===== src/rtl/con_pkg.sv =====
// rtl/con_pkg.sv - shared widths and accumulator state type for the conv MAC
package con_pkg;
    localparam int DW     = 8;
    localparam int PE_NUM = 9;
    localparam int PROD_W = 16;
    localparam int ROW_W  = 18;
    localparam int SUM_W  = 20;
    localparam int ACC_W  = 24;

    typedef enum logic {
        IDLE = 1'b0,
        ACC  = 1'b1
    } acc_state_e;
endpackage


===== src/rtl/con_mac_row.sv =====
// rtl/con_mac_row.sv - one window row: three registered products, then a registered row sum
module con_mac_row
    import con_pkg::*;
(
    input  logic              clk,
    input  logic              rst_n,
    input  logic              en_i,
    input  logic [3*DW-1:0]   data_i,
    input  logic [3*DW-1:0]   wt_i,
    output logic [ROW_W-1:0]  row_sum_o
);

    logic [PROD_W-1:0] prod_q [3];
    logic [ROW_W-1:0]  row_q;

    always_ff @(posedge clk or negedge rst_n) begin
        if (!rst_n) begin
            for (int i = 0; i < 3; i++) begin
                prod_q[i] <= '0;
            end
            row_q <= '0;
        end else if (en_i) begin
            for (int i = 0; i < 3; i++) begin
                prod_q[i] <= PROD_W'(data_i[(2-i)*DW +: DW]) * PROD_W'(wt_i[(2-i)*DW +: DW]);
            end
            row_q <= ROW_W'(prod_q[0]) + ROW_W'(prod_q[1]) + ROW_W'(prod_q[2]);
        end
    end

    assign row_sum_o = row_q;

endmodule


===== src/rtl/con_mac.sv =====
// rtl/con_mac.sv - 3x3 window MAC: multiply/row/window pipeline plus CH_NUM-window accumulator
module con_mac
    import con_pkg::*;
#(
    parameter int CH_NUM = 3
) (
    input  logic                 clk,
    input  logic                 rst_n,
    input  logic                 in_valid,
    output logic                 in_ready,
    input  logic [PE_NUM*DW-1:0] data_pe,
    input  logic [PE_NUM*DW-1:0] wt_pe,
    input  logic                 flush,
    output logic                 out_valid,
    input  logic                 out_ready,
    output logic [ACC_W-1:0]     result,
    output logic [3:0]           ch_cnt
);

    localparam logic [3:0] LAST_CH = 4'(CH_NUM - 1);

    logic              en;
    logic              v1_q, v2_q, v3_q;
    logic [ROW_W-1:0]  row_sum [3];
    logic [SUM_W-1:0]  win_q;
    logic [ACC_W-1:0]  acc_q, acc_d;
    logic [ACC_W-1:0]  result_q;
    logic [3:0]        ch_cnt_q;
    logic              out_valid_q;
    acc_state_e        state_q;

    // The whole pipeline stalls together whenever a result is waiting unread.
    assign en       = !out_valid_q || out_ready;
    assign in_ready = en;

    for (genvar r = 0; r < 3; r++) begin : g_row
        con_mac_row u_row (
            .clk       (clk),
            .rst_n     (rst_n),
            .en_i      (en),
            .data_i    (data_pe[(2-r)*3*DW +: 3*DW]),
            .wt_i      (wt_pe[(2-r)*3*DW +: 3*DW]),
            .row_sum_o (row_sum[r])
        );
    end

    always_ff @(posedge clk or negedge rst_n) begin
        if (!rst_n) begin
            v1_q  <= 1'b0;
            v2_q  <= 1'b0;
            v3_q  <= 1'b0;
        end else if (flush) begin
            v1_q  <= 1'b0;
            v2_q  <= 1'b0;
            v3_q  <= 1'b0;
        end else if (en) begin
            v1_q  <= in_valid;
            v2_q  <= v1_q;
            v3_q  <= v2_q;
        end
    end

    always_ff @(posedge clk or negedge rst_n) begin
        if (!rst_n) begin
            win_q <= '0;
        end else if (en) begin
            win_q <= SUM_W'(row_sum[0]) + SUM_W'(row_sum[1]) + SUM_W'(row_sum[2]);
        end
    end

    assign acc_d = (state_q == IDLE) ? ACC_W'(win_q) : acc_q + ACC_W'(win_q);

    always_ff @(posedge clk or negedge rst_n) begin
        if (!rst_n) begin
            state_q     <= IDLE;
            acc_q       <= '0;
            ch_cnt_q    <= '0;
            result_q    <= '0;
            out_valid_q <= 1'b0;
        end else if (flush) begin
            state_q     <= IDLE;
            acc_q       <= '0;
            ch_cnt_q    <= '0;
            out_valid_q <= 1'b0;
        end else if (en) begin
            // With en high any pending result is being consumed this cycle.
            out_valid_q <= 1'b0;
            if (v3_q) begin
                acc_q <= acc_d;
                if (ch_cnt_q == LAST_CH) begin
                    state_q     <= IDLE;
                    ch_cnt_q    <= '0;
                    result_q    <= acc_d;
                    out_valid_q <= 1'b1;
                end else begin
                    state_q  <= ACC;
                    ch_cnt_q <= ch_cnt_q + 4'd1;
                end
            end
        end
    end

    assign out_valid = out_valid_q;
    assign result    = result_q;
    assign ch_cnt    = ch_cnt_q;

endmodule


===== config.mk =====
export PLATFORM = sky130hd
export DESIGN_NAME = con_mac
export DESIGN_NICKNAME = d
export VERILOG_FILES = /design/src/rtl/con_pkg.sv /design/src/rtl/con_mac_row.sv /design/src/rtl/con_mac.sv
export SDC_FILE = /design/constraint.sdc
export NUM_CORES = 2
export LEC_CHECK = 0
export ABC_AREA = 1
export BUFFER_PORTS_ARGS = -buffer_cell sky130_fd_sc_hd__buf_2
export CAP_MARGIN = 20
export CORE_ASPECT_RATIO = 0.9
export CORE_MARGIN = 3
export CORE_UTILIZATION = 30
export DETAILED_ROUTE_END_ITERATION = 10
export HOLD_SLACK_MARGIN = 0.03
export PLACE_DENSITY = 0.55
export SETUP_SLACK_MARGIN = 0.2
export SLEW_MARGIN = 25
export SYNTH_ARGS = -nofsm -noshare
export SYNTH_HDL_FRONTEND = slang
export SYNTH_HIERARCHICAL = 1
export SYNTH_SLANG_ARGS = --single-unit

===== constraint.sdc =====
create_clock -name clk -period 7.55 [get_ports clk]
set_input_delay 1.1325 -clock clk [delete_from_list [all_inputs] [get_ports clk]]
set_output_delay 1.1325 -clock clk [all_outputs]
set_load 0.01 [all_outputs]

# Word-level counts from Yosys, hierarchy flattened
# Index checks and enable logic that the tools add are counted.
# totals
elab_cells	70
ff_bits	275
in_bits	149
# op_classes
reduce_logical	6
n_eq_ne	1
n_mux	22
mul	9
n_addsub	10
bitwise	1
# ops
operator	count
multiplier 8 x 8 -> 16 bit	9
two-way mux 24 bit	4
adder 18 x 16 -> 18 bit	3
adder 16 x 16 -> 17 bit	3
adder 24 x 20 -> 24 bit	1
adder 19 x 18 -> 20 bit	1
adder 18 x 18 -> 19 bit	1
two-way mux 4 bit	4
two-way mux 1 bit	14
adder 4 x 1 -> 4 bit, second input constant	1
equality test 4 x 2 -> 1 bit, second input constant	1
AND reduction 4 bit	1
nonzero test 2 bit	2
AND reduction 2 bit	1
logical NOT 1 bit	1
logical OR 1 bit	1
NOT 1 bit	1

# Depth between registers and ports, before layout
# depth
depth_word	5
depth_mapped	21

# Cells and area by module
# The synthesis kept the hierarchy.
# by_module_without_submodules
mod	instances	area_each_um2	cells_each	seq_area_each_um2
con_mac_row at g_row[1].u_row	1	10756.6	1557	1651.6
con_mac_row at g_row[2].u_row	1	10710.3	1558	1651.6
con_mac_row at g_row[0].u_row	1	10705.3	1550	1651.6
con_mac	1	6013.3	841	1926.8

# Worst setup path before layout
# No wires, ideal clock.
# synth_path
path_kind	input to register
startpoint	in wt_pe[55]
endpoint	reg g_row[0].u_row/prod_q[12] (netlist name)
stages	16
setup_ns	0.117
setup_slack_ns	2.856
arrival_ns	4.577
path_cell_list	clkbuf_1 nand2_1 fa_1 fa_1 inv_1 fa_1 inv_1 fa_1 inv_1 ha_1 nand2_1 a21oi_1 o21ai_0 nand4_1 nand3_1 nand2_1
# synth_between
elab_chain_len	1
# synth_lines
element	line_no	source
start, declared	con_mac.sv:12	input logic [PE_NUM*DW-1:0] wt_pe,
multiplier 8 x 8 -> 16 bit	con_mac_row.sv:24	prod_q[i] <= PROD_W'(data_i[(2-i)*DW +: DW]) * PROD_W'(wt_i[(2-i)*DW +: DW]);
end signal, assigned by index	con_mac_row.sv:24	
end, declared	con_mac_row.sv:13	logic [PROD_W-1:0] prod_q [3];
# Every way passes these cells.
# A chain may end at the register's enable or synchronous reset.

# Worst setup path in the final report
# layout_path
startpoint	in data_pe[56]
endpoint	reg g_row[0].u_row/prod_q[31] (netlist name)
# layout_between
elab_chain_len	1
# layout_lines
element	line_no	source
start, declared	con_mac.sv:11	input logic [PE_NUM*DW-1:0] data_pe,
multiplier 8 x 8 -> 16 bit	con_mac_row.sv:24	
# Every way passes these cells.

==> results_dict.tcl <==
set metrics [dict create \
    antenna_found_initial 17 \
    clock.fmax_mhz 232 \
    yosysTopAreaCellShare_pct 20.7 \
    netlist_area_um2 38200 \
    ys_seq_elements 275 \
    cts-root-buf "clkbuf_16" \
    vias 31900 \
    syn-num-nets 6458 \
    path_buf_inv 4 \
    finalSetupTns_ns 0 \
    syn-instance-count 5506 \
    initial_core_util_pct 30.4 \
    rows 123 \
    cp_cell_sequence "buf_2 -> nand2_1 -> fa_1 -> fa_1 -> inv_1 -> fa_1 -> inv_1 -> fa_1 -> inv_1 -> ha_1 -> nand2_1 -> nor2_1 -> nand3_1 -> nand3_1 -> nand2_1 -> nand3_1 -> nand2_1" \
    worstPathRequired_ns 7.97 \
    drt_iter0_drc 1870 \
    cp_slowest_cell "fa_1" \
    synth.distinct_cells 46 \
    ctsResizeCount 0 \
    ys_warn_count 6 \
    setup_viol 0 \
    die_y_um 344 \
    gp_congestion 0.873 \
    detail_route.wl_per_cell_um 13.0 \
    drtPass1Iterations 7 \
    wl_um 94300 \
    core_area_um2 126000 \
    async_flop_share_pct 100 \
    dp_slack_ns 2.69 \
    post_cts_buffers 0 \
    fin_crit_sh_pct 57.1 \
    power.density_nw_per_um2 391 \
    fp.dieArea_um2 132000 \
    synth_ff_type "dfrtp_1" \
    vdd_drop_max_v 0.000220 \
    cts-htree-levels 2 \
    cp_max_fo 8 \
    grt_max_degree 111 \
    cts_buffers 38 \
    hpwl_um 77300 \
    critPathTopFamily "adder cells" \
    final.min_clock_period_ns 4.31 \
    post-route-drc-count 0 \
    grt_pass1_vias 31400 \
    viasPerCell 4.40 \
    insertion_delay_ns 0.55 \
    cpPeakStageDelay_ns 0.55 \
    finalCoreUtilization_pct 33.2 \
    hold_class "reg2reg" \
    final_net_count 6482 \
    status "finished clean" \
    grt_pass1_wl_um 159000 \
    cts_tree "yes" \
    synth_edf_count 0 \
    fill_cells 13700 \
    postSynthAreaPerCell_um2 6.94 \
    grt-ovfl-total 0 \
    max_cap_violations 0 \
    drive_gt1_share_pct 5.36 \
    hold_viol 0 \
    p_leak_nw 25.7 \
    portBuffers 178 \
    arrival_ns 4.74 \
    synth_area_leaders "fa_1, nand2_1, dfrtp_1" \
    ant_nets 0 \
    path_class "in2reg" \
    die_w_um 382 \
    slew_headroom_pct 38.9 \
    postCtsHoldBufs 0 \
    worst_pin_slew_ns 0.917 \
    path_clk_slew_ns 0.06 \
    skew_ns 0.0128 \
    globalRouteTotalUtil_pct 14.6 \
    fin_ws_ns 3.24 \
    synth_seq_area_share_pct 18.0 \
    slew_violations 0 \
    clock-sinks 275 \
    crit_path_start_kind "primary input" \
    yosys.area.top_type "fa_1" \
    ios 179 \
    grt_setup_unrepaired "no" \
    cts.path.max_buffers 3 \
    area_growth_pct 9.35 \
    crit_path_end_kind "flip-flop" \
]
[stage by stage]
| step | cell area (um^2) | hold slack (ns) | power, mW | std cells |
|---|---|---|---|---|
| after detailed placement | 40400 | 0.463 | 14.6 | 7177 |
| after floorplan | 38200 | 0.453 | 11.7 | 5506 |
| after CTS | 41700 | 0.480 | 16.6 | 7242 |
| after global routing | 41700 | 0.496 | 18.7 | 7251 |
| final | 41800 | 0.472 | 16.3 | 7254 |
| after global placement | 40400 | 0.460 | 14.5 | 7177 |
[synth_stat cells, types with 7 or more instances]
cell,instances
nor2_1,245
nand3_1,306
nand3b_1,10
nor3_1,12
fa_1,395
buf_2,35
nand3_2,8
o211ai_1,8
clkbuf_1,154
o21ai_1,9
nand2_1,1840
o21ai_0,136
inv_1,1332
o21bai_1,12
nand4_1,51
a21o_1,12
a31oi_1,7
xnor2_1,50
or2_2,9
nand2_2,12
a21oi_1,120
ha_1,408
dfrtp_1,275
[logic make-up (layout without fill, tap and decap cells)]
group | count (synthesis) | after routing | synth area share, %
other | 0 | 12 | 0
multiplexers | 2 | 2 | 0.0524
adder cells (fa/ha/maj) | 803 | 803 | 34.1
flip-flops | 275 | 275 | 18.0
AO/OA/AOI/OAI | 319 | 319 | 4.53
buffers and inverters | 1542 | 1591 | 15.4
XOR/XNOR | 53 | 53 | 1.22
AND/OR/NAND/NOR | 2512 | 2512 | 26.7
[where the power goes]
group / leakage, nW / total [mW] / internal (mW) / switching [mW]
logic: 21.7 / 11.8 / 4.42 / 7.35
clock network: 0.631 / 1.87 / 1.15 / 0.712
registers: 3.38 / 2.69 / 2.12 / 0.576
[final timing paths]
check / endpoint / cells past startpoint / slack [ns] / start
max: g_row[0].u_row/prod_q[31] / 17 / 3.24 / data_pe[56]
min: result[7] / 2 / 0.47 / result[7]
max reg2reg: g_row[0].u_row/prod_q[37] / 9 / 4.26 / out_valid
min reg2reg: result[7] / 2 / 0.47 / result[7]
max in group asynchronous: g_row[0].u_row/prod_q[47] / 2 / 5.50 / rst_n
min in group asynchronous: g_row[2].u_row/prod_q[8] / 1 / 0.61 / rst_n
[area by class of cell]
| cell class | instances | area (um^2) | share of cell area, % |
|---|---|---|---|
| sequential | 275 | 6880 | 16.5 |
| inverter | 1340 | 5040 | 12.1 |
| multi-input combinational | 3689 | 25400 | 60.9 |
| clock inverter | 17 | 214 | 0.512 |
| antenna | 12 | 30.0 | 0.0719 |
| tap | 1687 | 2110 | 5.06 |
| clock buffer | 48 | 1080 | 2.59 |
| timing repair buffer | 186 | 977 | 2.34 |
[registers in the layout, indices dropped and copies added, names as in the netlist]
signal,flops
acc_q,24
win_q,20
ch_cnt,4
out_valid,1
v1_q,1
g_row.u_row/row_sum_o,54
result,24
v3_q,1
v2_q,1
state_q,1
g_row.u_row/prod_q,144
[worst register-to-register path: cells and delay by family (launching register included)]
family / cells / cell delay, ns
and+or+nand+nor: 2 / 0.61
DFF: 1 / 0.44
buffers and inverters: 5 / 1.89
AOI/OAI and AO/OA: 2 / 0.23
[metal layers]
metal  up-vias  wire [um]  GRT usage, %
met4         6       1370          2.70
met3        85       3330          1.69
met5         -         34             0
met2       433      41600          23.4
met1     15000      48000          21.2
li1      16400          -             -
[layout by cell type, fill, tap and decap left out, drive strengths merged, types with 4 or more instances in the layout]
cell type and instances:
a31oi 7, clkinv 9, a21o 12, nand4 51, o21ai 150, nor2 250, xnor2 50, dfrtp 275
o21bai 12, inv 1341, bufinv 4, nand2 1853, buf 186, o211ai 8, nor3 14, nand3 314
diode 12, ha 408, nand3b 10, clkbuf 48, a21oi 121, fa 395, or2 17
Note: power is estimated with default switching activity, not from simulation.
